===== src/rtl/keypad_scan.sv =====
// keypad_scan: 4x4 matrix keypad scanner with press/release debounce.
// Drives one column low at a time and reports {col,row} with a one-clk valid strobe.
module keypad_scan #(
   parameter int DEBOUNCE_SCANS = 4
) (
   input  logic       clk,
   input  logic       rst_n,
   input  logic       scan_en,
   input  logic [3:0] row_n,
   output logic [3:0] col_n,
   output logic [3:0] key_code,
   output logic       key_valid,
   output logic       key_down
);
   typedef enum logic [1:0] {SCAN, DEBOUNCE, HELD, RELEASE} state_t;
   state_t     r_state;
   logic [1:0] r_col, r_row;
   logic [3:0] r_cnt, r_sync1, r_sync2;
   logic       w_any, w_hit, w_last;
   logic [1:0] w_win;
   assign col_n  = ~(4'b1000 >> r_col);
   assign w_any  = ~&r_sync2;
   // row r lives on bit 3-r, which is ~r for a 2-bit index; lowest r wins
   assign w_win  = !r_sync2[3] ? 2'd0 : !r_sync2[2] ? 2'd1 : !r_sync2[1] ? 2'd2 : 2'd3;
   assign w_hit  = ~r_sync2[~r_row];
   assign w_last = (r_cnt + 4'd1) == 4'(DEBOUNCE_SCANS);
   always_ff @(posedge clk or negedge rst_n) begin
      if (!rst_n) begin
         r_state   <= SCAN;
         r_col     <= 2'd0;
         r_row     <= 2'd0;
         r_cnt     <= 4'd0;
         r_sync1   <= 4'hF;
         r_sync2   <= 4'hF;
         key_code  <= 4'd0;
         key_valid <= 1'b0;
         key_down  <= 1'b0;
      end else begin
         r_sync1   <= row_n;
         r_sync2   <= r_sync1;
         key_valid <= 1'b0;
         if (scan_en) begin
            case (r_state)
               SCAN:
                  if (w_any) begin
                     r_row   <= w_win;
                     r_cnt   <= 4'd1;
                     r_state <= DEBOUNCE;
                  end else r_col <= r_col + 2'd1;
               DEBOUNCE:
                  if (!w_hit) begin
                     r_cnt   <= 4'd0;
                     r_col   <= r_col + 2'd1;
                     r_state <= SCAN;
                  end else if (w_last) begin
                     key_code  <= {r_col, r_row};
                     key_valid <= 1'b1;
                     key_down  <= 1'b1;
                     r_cnt     <= 4'd0;
                     r_state   <= HELD;
                  end else r_cnt <= r_cnt + 4'd1;
               HELD:
                  if (!w_hit) begin
                     r_cnt   <= 4'd1;
                     r_state <= RELEASE;
                  end
               RELEASE:
                  if (w_hit) begin
                     r_cnt   <= 4'd0;
                     r_state <= HELD;
                  end else if (w_last) begin
                     key_down <= 1'b0;
                     r_col    <= r_col + 2'd1;
                     r_cnt    <= 4'd0;
                     r_state  <= SCAN;
                  end else r_cnt <= r_cnt + 4'd1;
            endcase
         end
      end
   end
endmodule


===== config.mk =====
export PLATFORM = sky130hd
export DESIGN_NAME = keypad_scan
export DESIGN_NICKNAME = d
export VERILOG_FILES = /design/src/rtl/keypad_scan.sv
export SDC_FILE = /design/constraint.sdc
export NUM_CORES = 1
export LEC_CHECK = 0
export ABC_AREA = 1
export CAP_MARGIN = 20
export CORE_MARGIN = 2
export CORE_UTILIZATION = 60
export CTS_BUF_LIST = sky130_fd_sc_hd__clkbuf_2
export DETAILED_ROUTE_END_ITERATION = 10
export DONT_BUFFER_PORTS = 1
export PLACE_DENSITY = 0.75
export SLEW_MARGIN = 40
export SYNTH_ARGS = -nofsm -noshare
export SYNTH_HDL_FRONTEND = slang
export SYNTH_SLANG_ARGS = --single-unit

===== constraint.sdc =====
create_clock -name clk -period 1.7 [get_ports clk]
set_input_delay 0 -clock clk [delete_from_list [all_inputs] [get_ports clk]]
set_output_delay 0 -clock clk [all_outputs]
set_load 0.1 [all_outputs]

* Word-level counts from Yosys, hierarchy flattened
Cells that the tools add are included.
Word-level totals: register bits 24, input port bits 7, output and inout bits 10, word-level logic and storage cells 73
Operators by class: add/subtract/negate cells 2, $lt $le $gt $ge 1, eq/ne operators 14, shift operators 1, muxes and demuxes 32, bitwise logic cells 4, reduce and logical (&&, ||, !) cells 10
Operators with widths (count):
- $mux W2 | 12
- $mux W4 | 5
- $ne A2 B2 Y1 const B | 8
- $pmux W4 S4 | 1
- $reduce_and A6 Y1 | 2
- $mux W1 | 10
- $pmux W2 S4 | 1
- $reduce_and A4 Y1 | 2
- $ne A3 B3 Y1 const B | 2
- $pmux W2 S3 | 1
- $reduce_and A3 Y1 | 2
- $reduce_and A5 Y1 | 1
- $add A4 B1 Y4 const B | 1
- $eq A2 B2 Y1 const B | 2
- $eq A4 B3 Y1 const B | 1
- $not A4 Y4 | 1
- $shr A4 B2 Y4 const A | 1
- $lt A2 B3 Y1 const B | 1
- $reduce_bool A3 Y1 | 1
- $add A2 B1 Y2 const B | 1
- $bmux W1 S2 | 1
- $eq A2 B1 Y1 const B | 1
- $logic_not A2 Y1 | 1
- $not A1 Y1 | 2
- 3 further kinds | 3

* Longest topological paths before layout
Gate-level depths: netlist (run 1).
word-level depth 6, gate-level depth with buffers 10, depth with buffers taken out 10

* Least setup slack after synthesis (run 1)
OpenSTA, ideal clock, no wires.
kind reg2reg, from register r_cnt[0], to register r_col[0], arrival 1.259 ns, slack 0.324 ns, stages on the path, launching flop included 10, path buffers 0, cells stage by stage dfrtp_1 -> ha_1 -> nand2_1 -> nand2_2 -> nor2_4 -> nand2_2 -> a21oi_4 -> nand2_2 -> nand2_1 -> nand2_1
On the way: word-level cells in the longest chain between the ends 4
Ends and longest elaborated chain:
- start: declaration | line 18 | logic [3:0] r_cnt, r_sync1, r_sync2;
- start signal: assignment | line 61 | end else r_cnt <= r_cnt + 4'd1;
- start signal: assignment | line 76 | end else r_cnt <= r_cnt + 4'd1;
- $add A4 B1 Y4 | line 26 | assign w_last = (r_cnt + 4'd1) == 4'(DEBOUNCE_SCANS);
- $eq A4 B3 Y1 | line 26
- $ne A2 B2 Y1 (no line)
- $reduce_and A6 Y1 (no line)
- end signal: assignment | line 49 | end else r_col <= r_col + 2'd1;
- end signal: assignment | line 53 | r_col <= r_col + 2'd1;
- end signal: assignment | line 73 | r_col <= r_col + 2'd1;
- end: declaration | line 17 | logic [1:0] r_col, r_row;
Every way passes these cells. A chain may end at the register's enable or synchronous reset.

* Worst setup path in the final report (run 1)
from register r_cnt[0], to register r_col[1]
The elaborated chain is that of the path after synthesis.

==> results of run 1 <==
==> metal layers <==
metal / vias up / track usage [%] / share of wire, %
met5: - / 0 / 0
met4: 0 / 7.14 / 1.5
met3: 5 / 2.78 / 3.7
met2: 25 / 36.1 / 51
met1: 416 / 24.8 / 44
li1: 452 / - / -
==> power groups by stage <==
stage               registers [mW]  logic (mW)  clock network, mW
finish                       0.817        1.15              0.378
floorplan                    0.895       0.831                  0
CTS                          0.816        1.14              0.386
global placement             0.816        1.09                  0
global route                 0.840        1.26              0.406
detailed placement           0.827        1.11                  0
==> logic make-up (layout without fill, tap and decap cells) <==
logic type	after synthesis	in the layout	share of synthesized area [%]
adder cells (fa/ha/maj)	6	6	6.35
AND/OR/NAND/NOR	68	68	28.3
flip-flops	24	24	51.6
AO/OA/AOI/OAI	14	14	7.41
buffers and inverters	20	41	6.35
==> area by class of cell <==
| class | count | area, sq um | share of cell area [%] |
|---|---|---|---|
| clock buffer | 3 | 15.0 | 1.07 |
| clock inverter | 1 | 30.0 | 2.14 |
| inverter | 20 | 75.1 | 5.36 |
| multi-input combinational | 88 | 497 | 35.4 |
| sequential | 24 | 611 | 43.6 |
| tap | 27 | 33.8 | 2.41 |
| timing repair buffer | 17 | 140 | 10.0 |
==> sequential cells by signal, indices dropped and copies added (netlist names), named ones only <==
signal and flops:
key_down 1, key_valid 1, r_sync1 4, r_state 1, r_cnt 4, r_row 2, r_col 2, key_code 4
r_sync2 4
==> through the flow <==
| stage | setup slack [ns] | cell area, sq um | util, % |
|---|---|---|---|
| global route | 0.0326 | 1400 | 73.7 |
| floorplan | 0.324 | 1180 | - |
| CTS | 0.170 | 1400 | 73.4 |
| global placement | 0.287 | 1290 | 67.9 |
| finish | 0.134 | 1400 | 73.7 |
| detailed placement | 0.218 | 1290 | 67.9 |
==> repair_timing <==
action | CTS | global route
hold endpoints to repair | 38 | 24
buffers inserted | 0 | 0
hold buffers | 6 | 1
==> layout by cell type (no fill, tap or decap) <==
master,instances
a21oi_1,3
a21oi_2,1
a21oi_4,1
buf_2,1
buf_4,10
bufinv_16,1
clkbuf_2,3
dfrtp_1,16
dfstp_2,8
dlygate4sd3_1,6
ha_1,6
inv_1,14
inv_2,6
nand2_1,34
nand2_2,9
nand3_1,8
nand3_2,2
nand3_4,1
nand4_1,1
nor2_1,10
nor2_2,1
nor2_4,2
o211ai_1,1
o21ai_0,1
o21ai_1,7
==> worst max path at each step <==
stage,endpoint,depth (start not counted),from
2_1_floorplan,r_col[0]$_DFFE_PN0P_,9,r_cnt[0]$_DFFE_PN0P_
3_3_place_gp,key_code[0]$_DFFE_PN0P_,9,r_cnt[0]$_DFFE_PN0P_
3_5_place_dp,key_code[0]$_DFFE_PN0P_,9,r_cnt[0]$_DFFE_PN0P_
4_1_cts,r_col[0]$_DFFE_PN0P_,9,r_cnt[0]$_DFFE_PN0P_
5_1_grt,r_col[1]$_DFFE_PN0P_,10,r_cnt[0]$_DFFE_PN0P_
6_report,r_col[1]$_DFFE_PN0P_,10,r_cnt[0]$_DFFE_PN0P_
==> flow_metrics.tcl, run 1 <==
set metrics [dict create \
    status "finished clean" \
    gp_congestion 0.809 \
    seqPwrFrac_pct 34.9 \
    reg2reg_slack_ns 0.13 \
    synth_cells 132 \
    ir_worst_vdd_mv 1.17 \
    async_reset_ff_share_pct 100 \
    grt-ovfl-total 0 \
    hp-class "primary input to async pin" \
    cp.buffers_inverters 1 \
    antenna_left 0 \
    postCtsResizedCells 0 \
    grt_pass1_vias 884 \
    setup_viol 0 \
    num_vias 898 \
    worst_path_dominant_cell_family "simple AND/OR/NAND/NOR gates" \
    grtUsageTotal_pct 20.1 \
    rr_worst_depth 10 \
    cts_tree "built" \
    ys_top_cells_by_count "nand2_1, dfrtp_1, inv_1" \
    die-area_sq_um 2340 \
    synth_edf_count 0 \
    dp_cells 169 \
    syn-num-nets 145 \
    fp.coreArea_sq_um 1900 \
    worstPathArrival_ns 1.84 \
    slew_headroom_pct 65.9 \
    synthTopCellsByArea "dfrtp_1, dfstp_2, nand2_1" \
    area_growth_pct 18.5 \
    num-fill-cells 146 \
    switching_power_mw 1.16 \
    required_ns 1.98 \
    drv_slew 0 \
    total_power_mw 2.34 \
    cp_max_fo 6 \
    hold_viol 0 \
    swShare_pct 49.6 \
    worst_pin_slew_ns 0.511 \
    p_comb_share_pct 48.9 \
    final_net_count 167 \
    grt_max_degree 25 \
    maxCapViolCount 0 \
    yosys.area.top_type "dfrtp_1" \
    first_iter_violations 8 \
    rsz0062_at_grt "no" \
    routed_via_density 4.99 \
    clkPwrFrac_pct 16.2 \
    crit_slowest_cell "dfrtp_1" \
    dpl.hpwl_um 1450 \
    layout.cells.non_filler 180 \
    p_per_area_nw_per_um2 1670 \
    grt_antenna_before_repair 0 \
    io_pins 17 \
    initial_core_util_pct 62.2 \
    ys_seq_elements 24 \
    syn_area_sq_um 1180 \
    wl_per_cell_um 11.4 \
    ys_types 20 \
    grt_pass1_wl_um 3720 \
    antenna_cells 0 \
    r2r_start "r_cnt[0]$_DFFE_PN0P_" \
    num_rows 16 \
    yosysTopAreaCellShare_pct 33.9 \
    startpoint_type "register" \
    io_buffers 0 \
    yosysWarningCount 0 \
    ys.flop_type "dfrtp_1" \
    fmax_ghz 0.639 \
    timing.setup.tns_ns 0 \
    ys_seq_area_share_pct 51.6 \
    final_layout_size_suffix_gt1_share_pct 30.1 \
    wirelength_um 2050 \
    drt_pass1_iterations 4 \
    yosysMostFrequentCell "nand2_1" \
    cp-end-kind "register" \
    h-tree-depth 1 \
    cts_root_buffer "clkbuf_2" \
    reg2reg_to "r_col[1]$_DFFE_PN0P_" \
    final.min_clock_period_ns 1.57 \
    syn_avg_cell_area_sq_um 8.96 \
    dieHeight_um 48.4 \
    hold_ws_ns 0.130 \
    clk_pin_slew_worst_paths_ns 0.23 \
    cts.sinks 24 \
    p_leak_nw 0.676 \
    drc 0 \
    slowest_delay_ns 0.49 \
    cts.path.max_buffers 2 \
    criticalPathCategory "register to register" \
    fp.dieW_um 48.4 \
    worstSkewPairLatency_ns 0.35 \
    intPower_mw 1.18 \
    skew_ns 0.00630 \
    cts_buffers 3 \
    cp_cell_sequence "ha_1, inv_1, nand2_1, nand2_2, nor2_4, nand2_2, a21oi_4, nand2_2, nand2_1, nand2_1" \
    period_share_pct 92.1 \
]
(Power assumes the default switching activity.)
==> run 2, diff against run 1 <==
--- a/config.mk
+++ b/config.mk
@@ -8,11 +8,11 @@
 export ABC_AREA = 1
 export CAP_MARGIN = 20
 export CORE_MARGIN = 2
-export CORE_UTILIZATION = 60
+export CORE_UTILIZATION = 44
 export CTS_BUF_LIST = sky130_fd_sc_hd__clkbuf_2
 export DETAILED_ROUTE_END_ITERATION = 10
 export DONT_BUFFER_PORTS = 1
-export PLACE_DENSITY = 0.75
+export PLACE_DENSITY = 0.58
 export SLEW_MARGIN = 40
 export SYNTH_ARGS = -nofsm -noshare
 export SYNTH_HDL_FRONTEND = slang
==> flow_metrics.tcl, run 2 (synthesis gave the netlist of run 1 again) <==
set metrics [dict create \
    p_per_area_nw_per_um2 1650 \
    hold_viol 0 \
    final_net_count 167 \
    layout_commonest_cell "nand2_1" \
    startpoint_type "register" \
    cts-hold-fix-buffers 6 \
    ir_worst_vdd_mv 1.52 \
    final_cell_mix "nand2_1, dfrtp_1, inv_1" \
    rr_worst_depth 9 \
    antenna_cells 0 \
    grt-ovfl-total 0 \
    cp-end-kind "register" \
    timing.setup.tns_ns 0 \
    num_vias 851 \
    crit_slowest_cell "dfrtp_1" \
    worstPathArrival_ns 1.77 \
    cts_root_buffer "clkbuf_2" \
    clk_pin_slew_worst_paths_ns 0.22 \
    num-fill-cells 229 \
    criticalPathCategory "register to register" \
    grtUsageTotal_pct 13.9 \
    fmax_ghz 0.662 \
    gp_congestion 0.791 \
    status "finished clean" \
    final.min_clock_period_ns 1.51 \
    cts_buffers 3 \
    worst_pin_slew_ns 0.515 \
    area_growth_pct 18.8 \
    required_ns 1.96 \
    crit_start "r_cnt[0]$_DFFE_PN0P_" \
    grt_max_degree 25 \
    dpl.hpwl_um 1440 \
    grt_pass1_wl_um 3470 \
    worst-path-stages 9 \
    drv_slew 0 \
    cp_max_fo 6 \
    cts_tree "built" \
    wirelength_um 1890 \
    wl_per_cell_um 10.3 \
    cts_setup_buffers 0 \
    fp.dieW_um 55.8 \
    dp_cells 172 \
    period_share_pct 88.9 \
    drt_pass1_iterations 4 \
    cp_cell_sequence "ha_1, nand2_1, nand2_2, nor2_4, nand2_2, a21oi_4, nand2_2, nand2_1, nand2_1" \
    grt_pass1_vias 817 \
    worstSkewPairLatency_ns 0.33 \
    initial_core_util_pct 46.9 \
    slowest_delay_ns 0.49 \
    maxCapViolCount 0 \
    layout.cells.non_filler 183 \
    antenna_left 0 \
    setup_viol 0 \
    skew_ns 0.0102 \
    cts.path.max_buffers 2 \
    rsz0062_at_grt "no" \
    die-area_sq_um 3120 \
    slew_headroom_pct 65.7 \
    r2r_start "r_cnt[0]$_DFFE_PN0P_" \
    cts.sinks 24 \
    reg2reg_to "r_col[1]$_DFFE_PN0P_" \
    fp.coreArea_sq_um 2520 \
    h-tree-depth 1 \
    grt_antenna_before_repair 0 \
    p_leak_nw 0.676 \
    drc 0 \
    total_power_mw 2.31 \
    final_layout_size_suffix_gt1_share_pct 30.1 \
    io_buffers 0 \
    hp-class "primary input to async pin" \
    crit_path_end "r_col[1]$_DFFE_PN0P_" \
    first_iter_violations 27 \
    cp.buffers_inverters 0 \
    num_rows 18 \
    dieHeight_um 55.8 \
    postCtsResizedCells 0 \
    io_pins 17 \
    reg2reg_slack_ns 0.19 \
    worst_path_dominant_cell_family "simple AND/OR/NAND/NOR gates" \
    routed_via_density 4.65 \
]
-- run 2: cell counts in the layout (fill, tap and decap cells not counted) --
No cell type changed its count.
-- run 2: power breakdown --
part | switching (mW) | internal (mW)
registers | 0.123 | 0.691
logic | 0.847 | 0.286
clock network | 0.165 | 0.203
-- run 2: worst min-delay path by stage --
stage	startpoint	to	slack [ns]
finish	rst_n	r_cnt[2]$_DFFE_PN0P_	0.15
global route	row_n[0]	r_sync1[0]$_DFF_PN1_	0.12
CTS	row_n[3]	r_sync1[3]$_DFF_PN1_	0.15
detailed placement	rst_n	r_state[0]$_DFFE_PN0P_	-0.29
global placement	rst_n	r_state[0]$_DFFE_PN0P_	-0.29
floorplan	rst_n	async pin	-0.30
-- run 2: worst register-to-register path, cell delays in order (launching register included) --
cell and delay [ns]:
dfrtp_1 0.49, ha_1 0.24, nand2_1 0.07, nand2_2 0.08, nor2_4 0.12, nand2_2 0.11
a21oi_4 0.16, nand2_2 0.07, nand2_1 0.06, nand2_1 0.05
-- run 2: area by class of cell --
cell class / instances / area [sq um] / share of cell area, %
well taps: 30 / 37.5 / 2.67
clock buffers: 3 / 15.0 / 1.07
repair buffers: 17 / 140 / 9.97
multi-input cells: 88 / 497 / 35.4
flip-flops and latches: 24 / 611 / 43.5
clock inverters: 1 / 30.0 / 2.14
inverters: 20 / 75.1 / 5.34
-- run 2: through the flow --
step / utilization [%] / setup slack (ns) / instance area, sq um / hold slack (ns)
2_1_floorplan: - / 0.324 / 1180 / -0.296
3_3_place_gp: 51.3 / 0.268 / 1290 / -0.295
6_report: 55.7 / 0.189 / 1410 / 0.147
4_1_cts: 55.5 / 0.197 / 1400 / 0.154
3_5_place_dp: 51.3 / 0.219 / 1290 / -0.295
5_1_grt: 55.7 / 0.0636 / 1410 / 0.120
-- run 2: metal layers --
| metal | global-route usage, % | vias up | wire [um] |
|---|---|---|---|
| li1 | - | 456 | - |
| met1 | 17.9 | 377 | 894 |
| met2 | 23.1 | 16 | 897 |
| met3 | 3.26 | 2 | 83 |
| met4 | 4.76 | 0 | 11 |
| met5 | 0 | - | 0 |
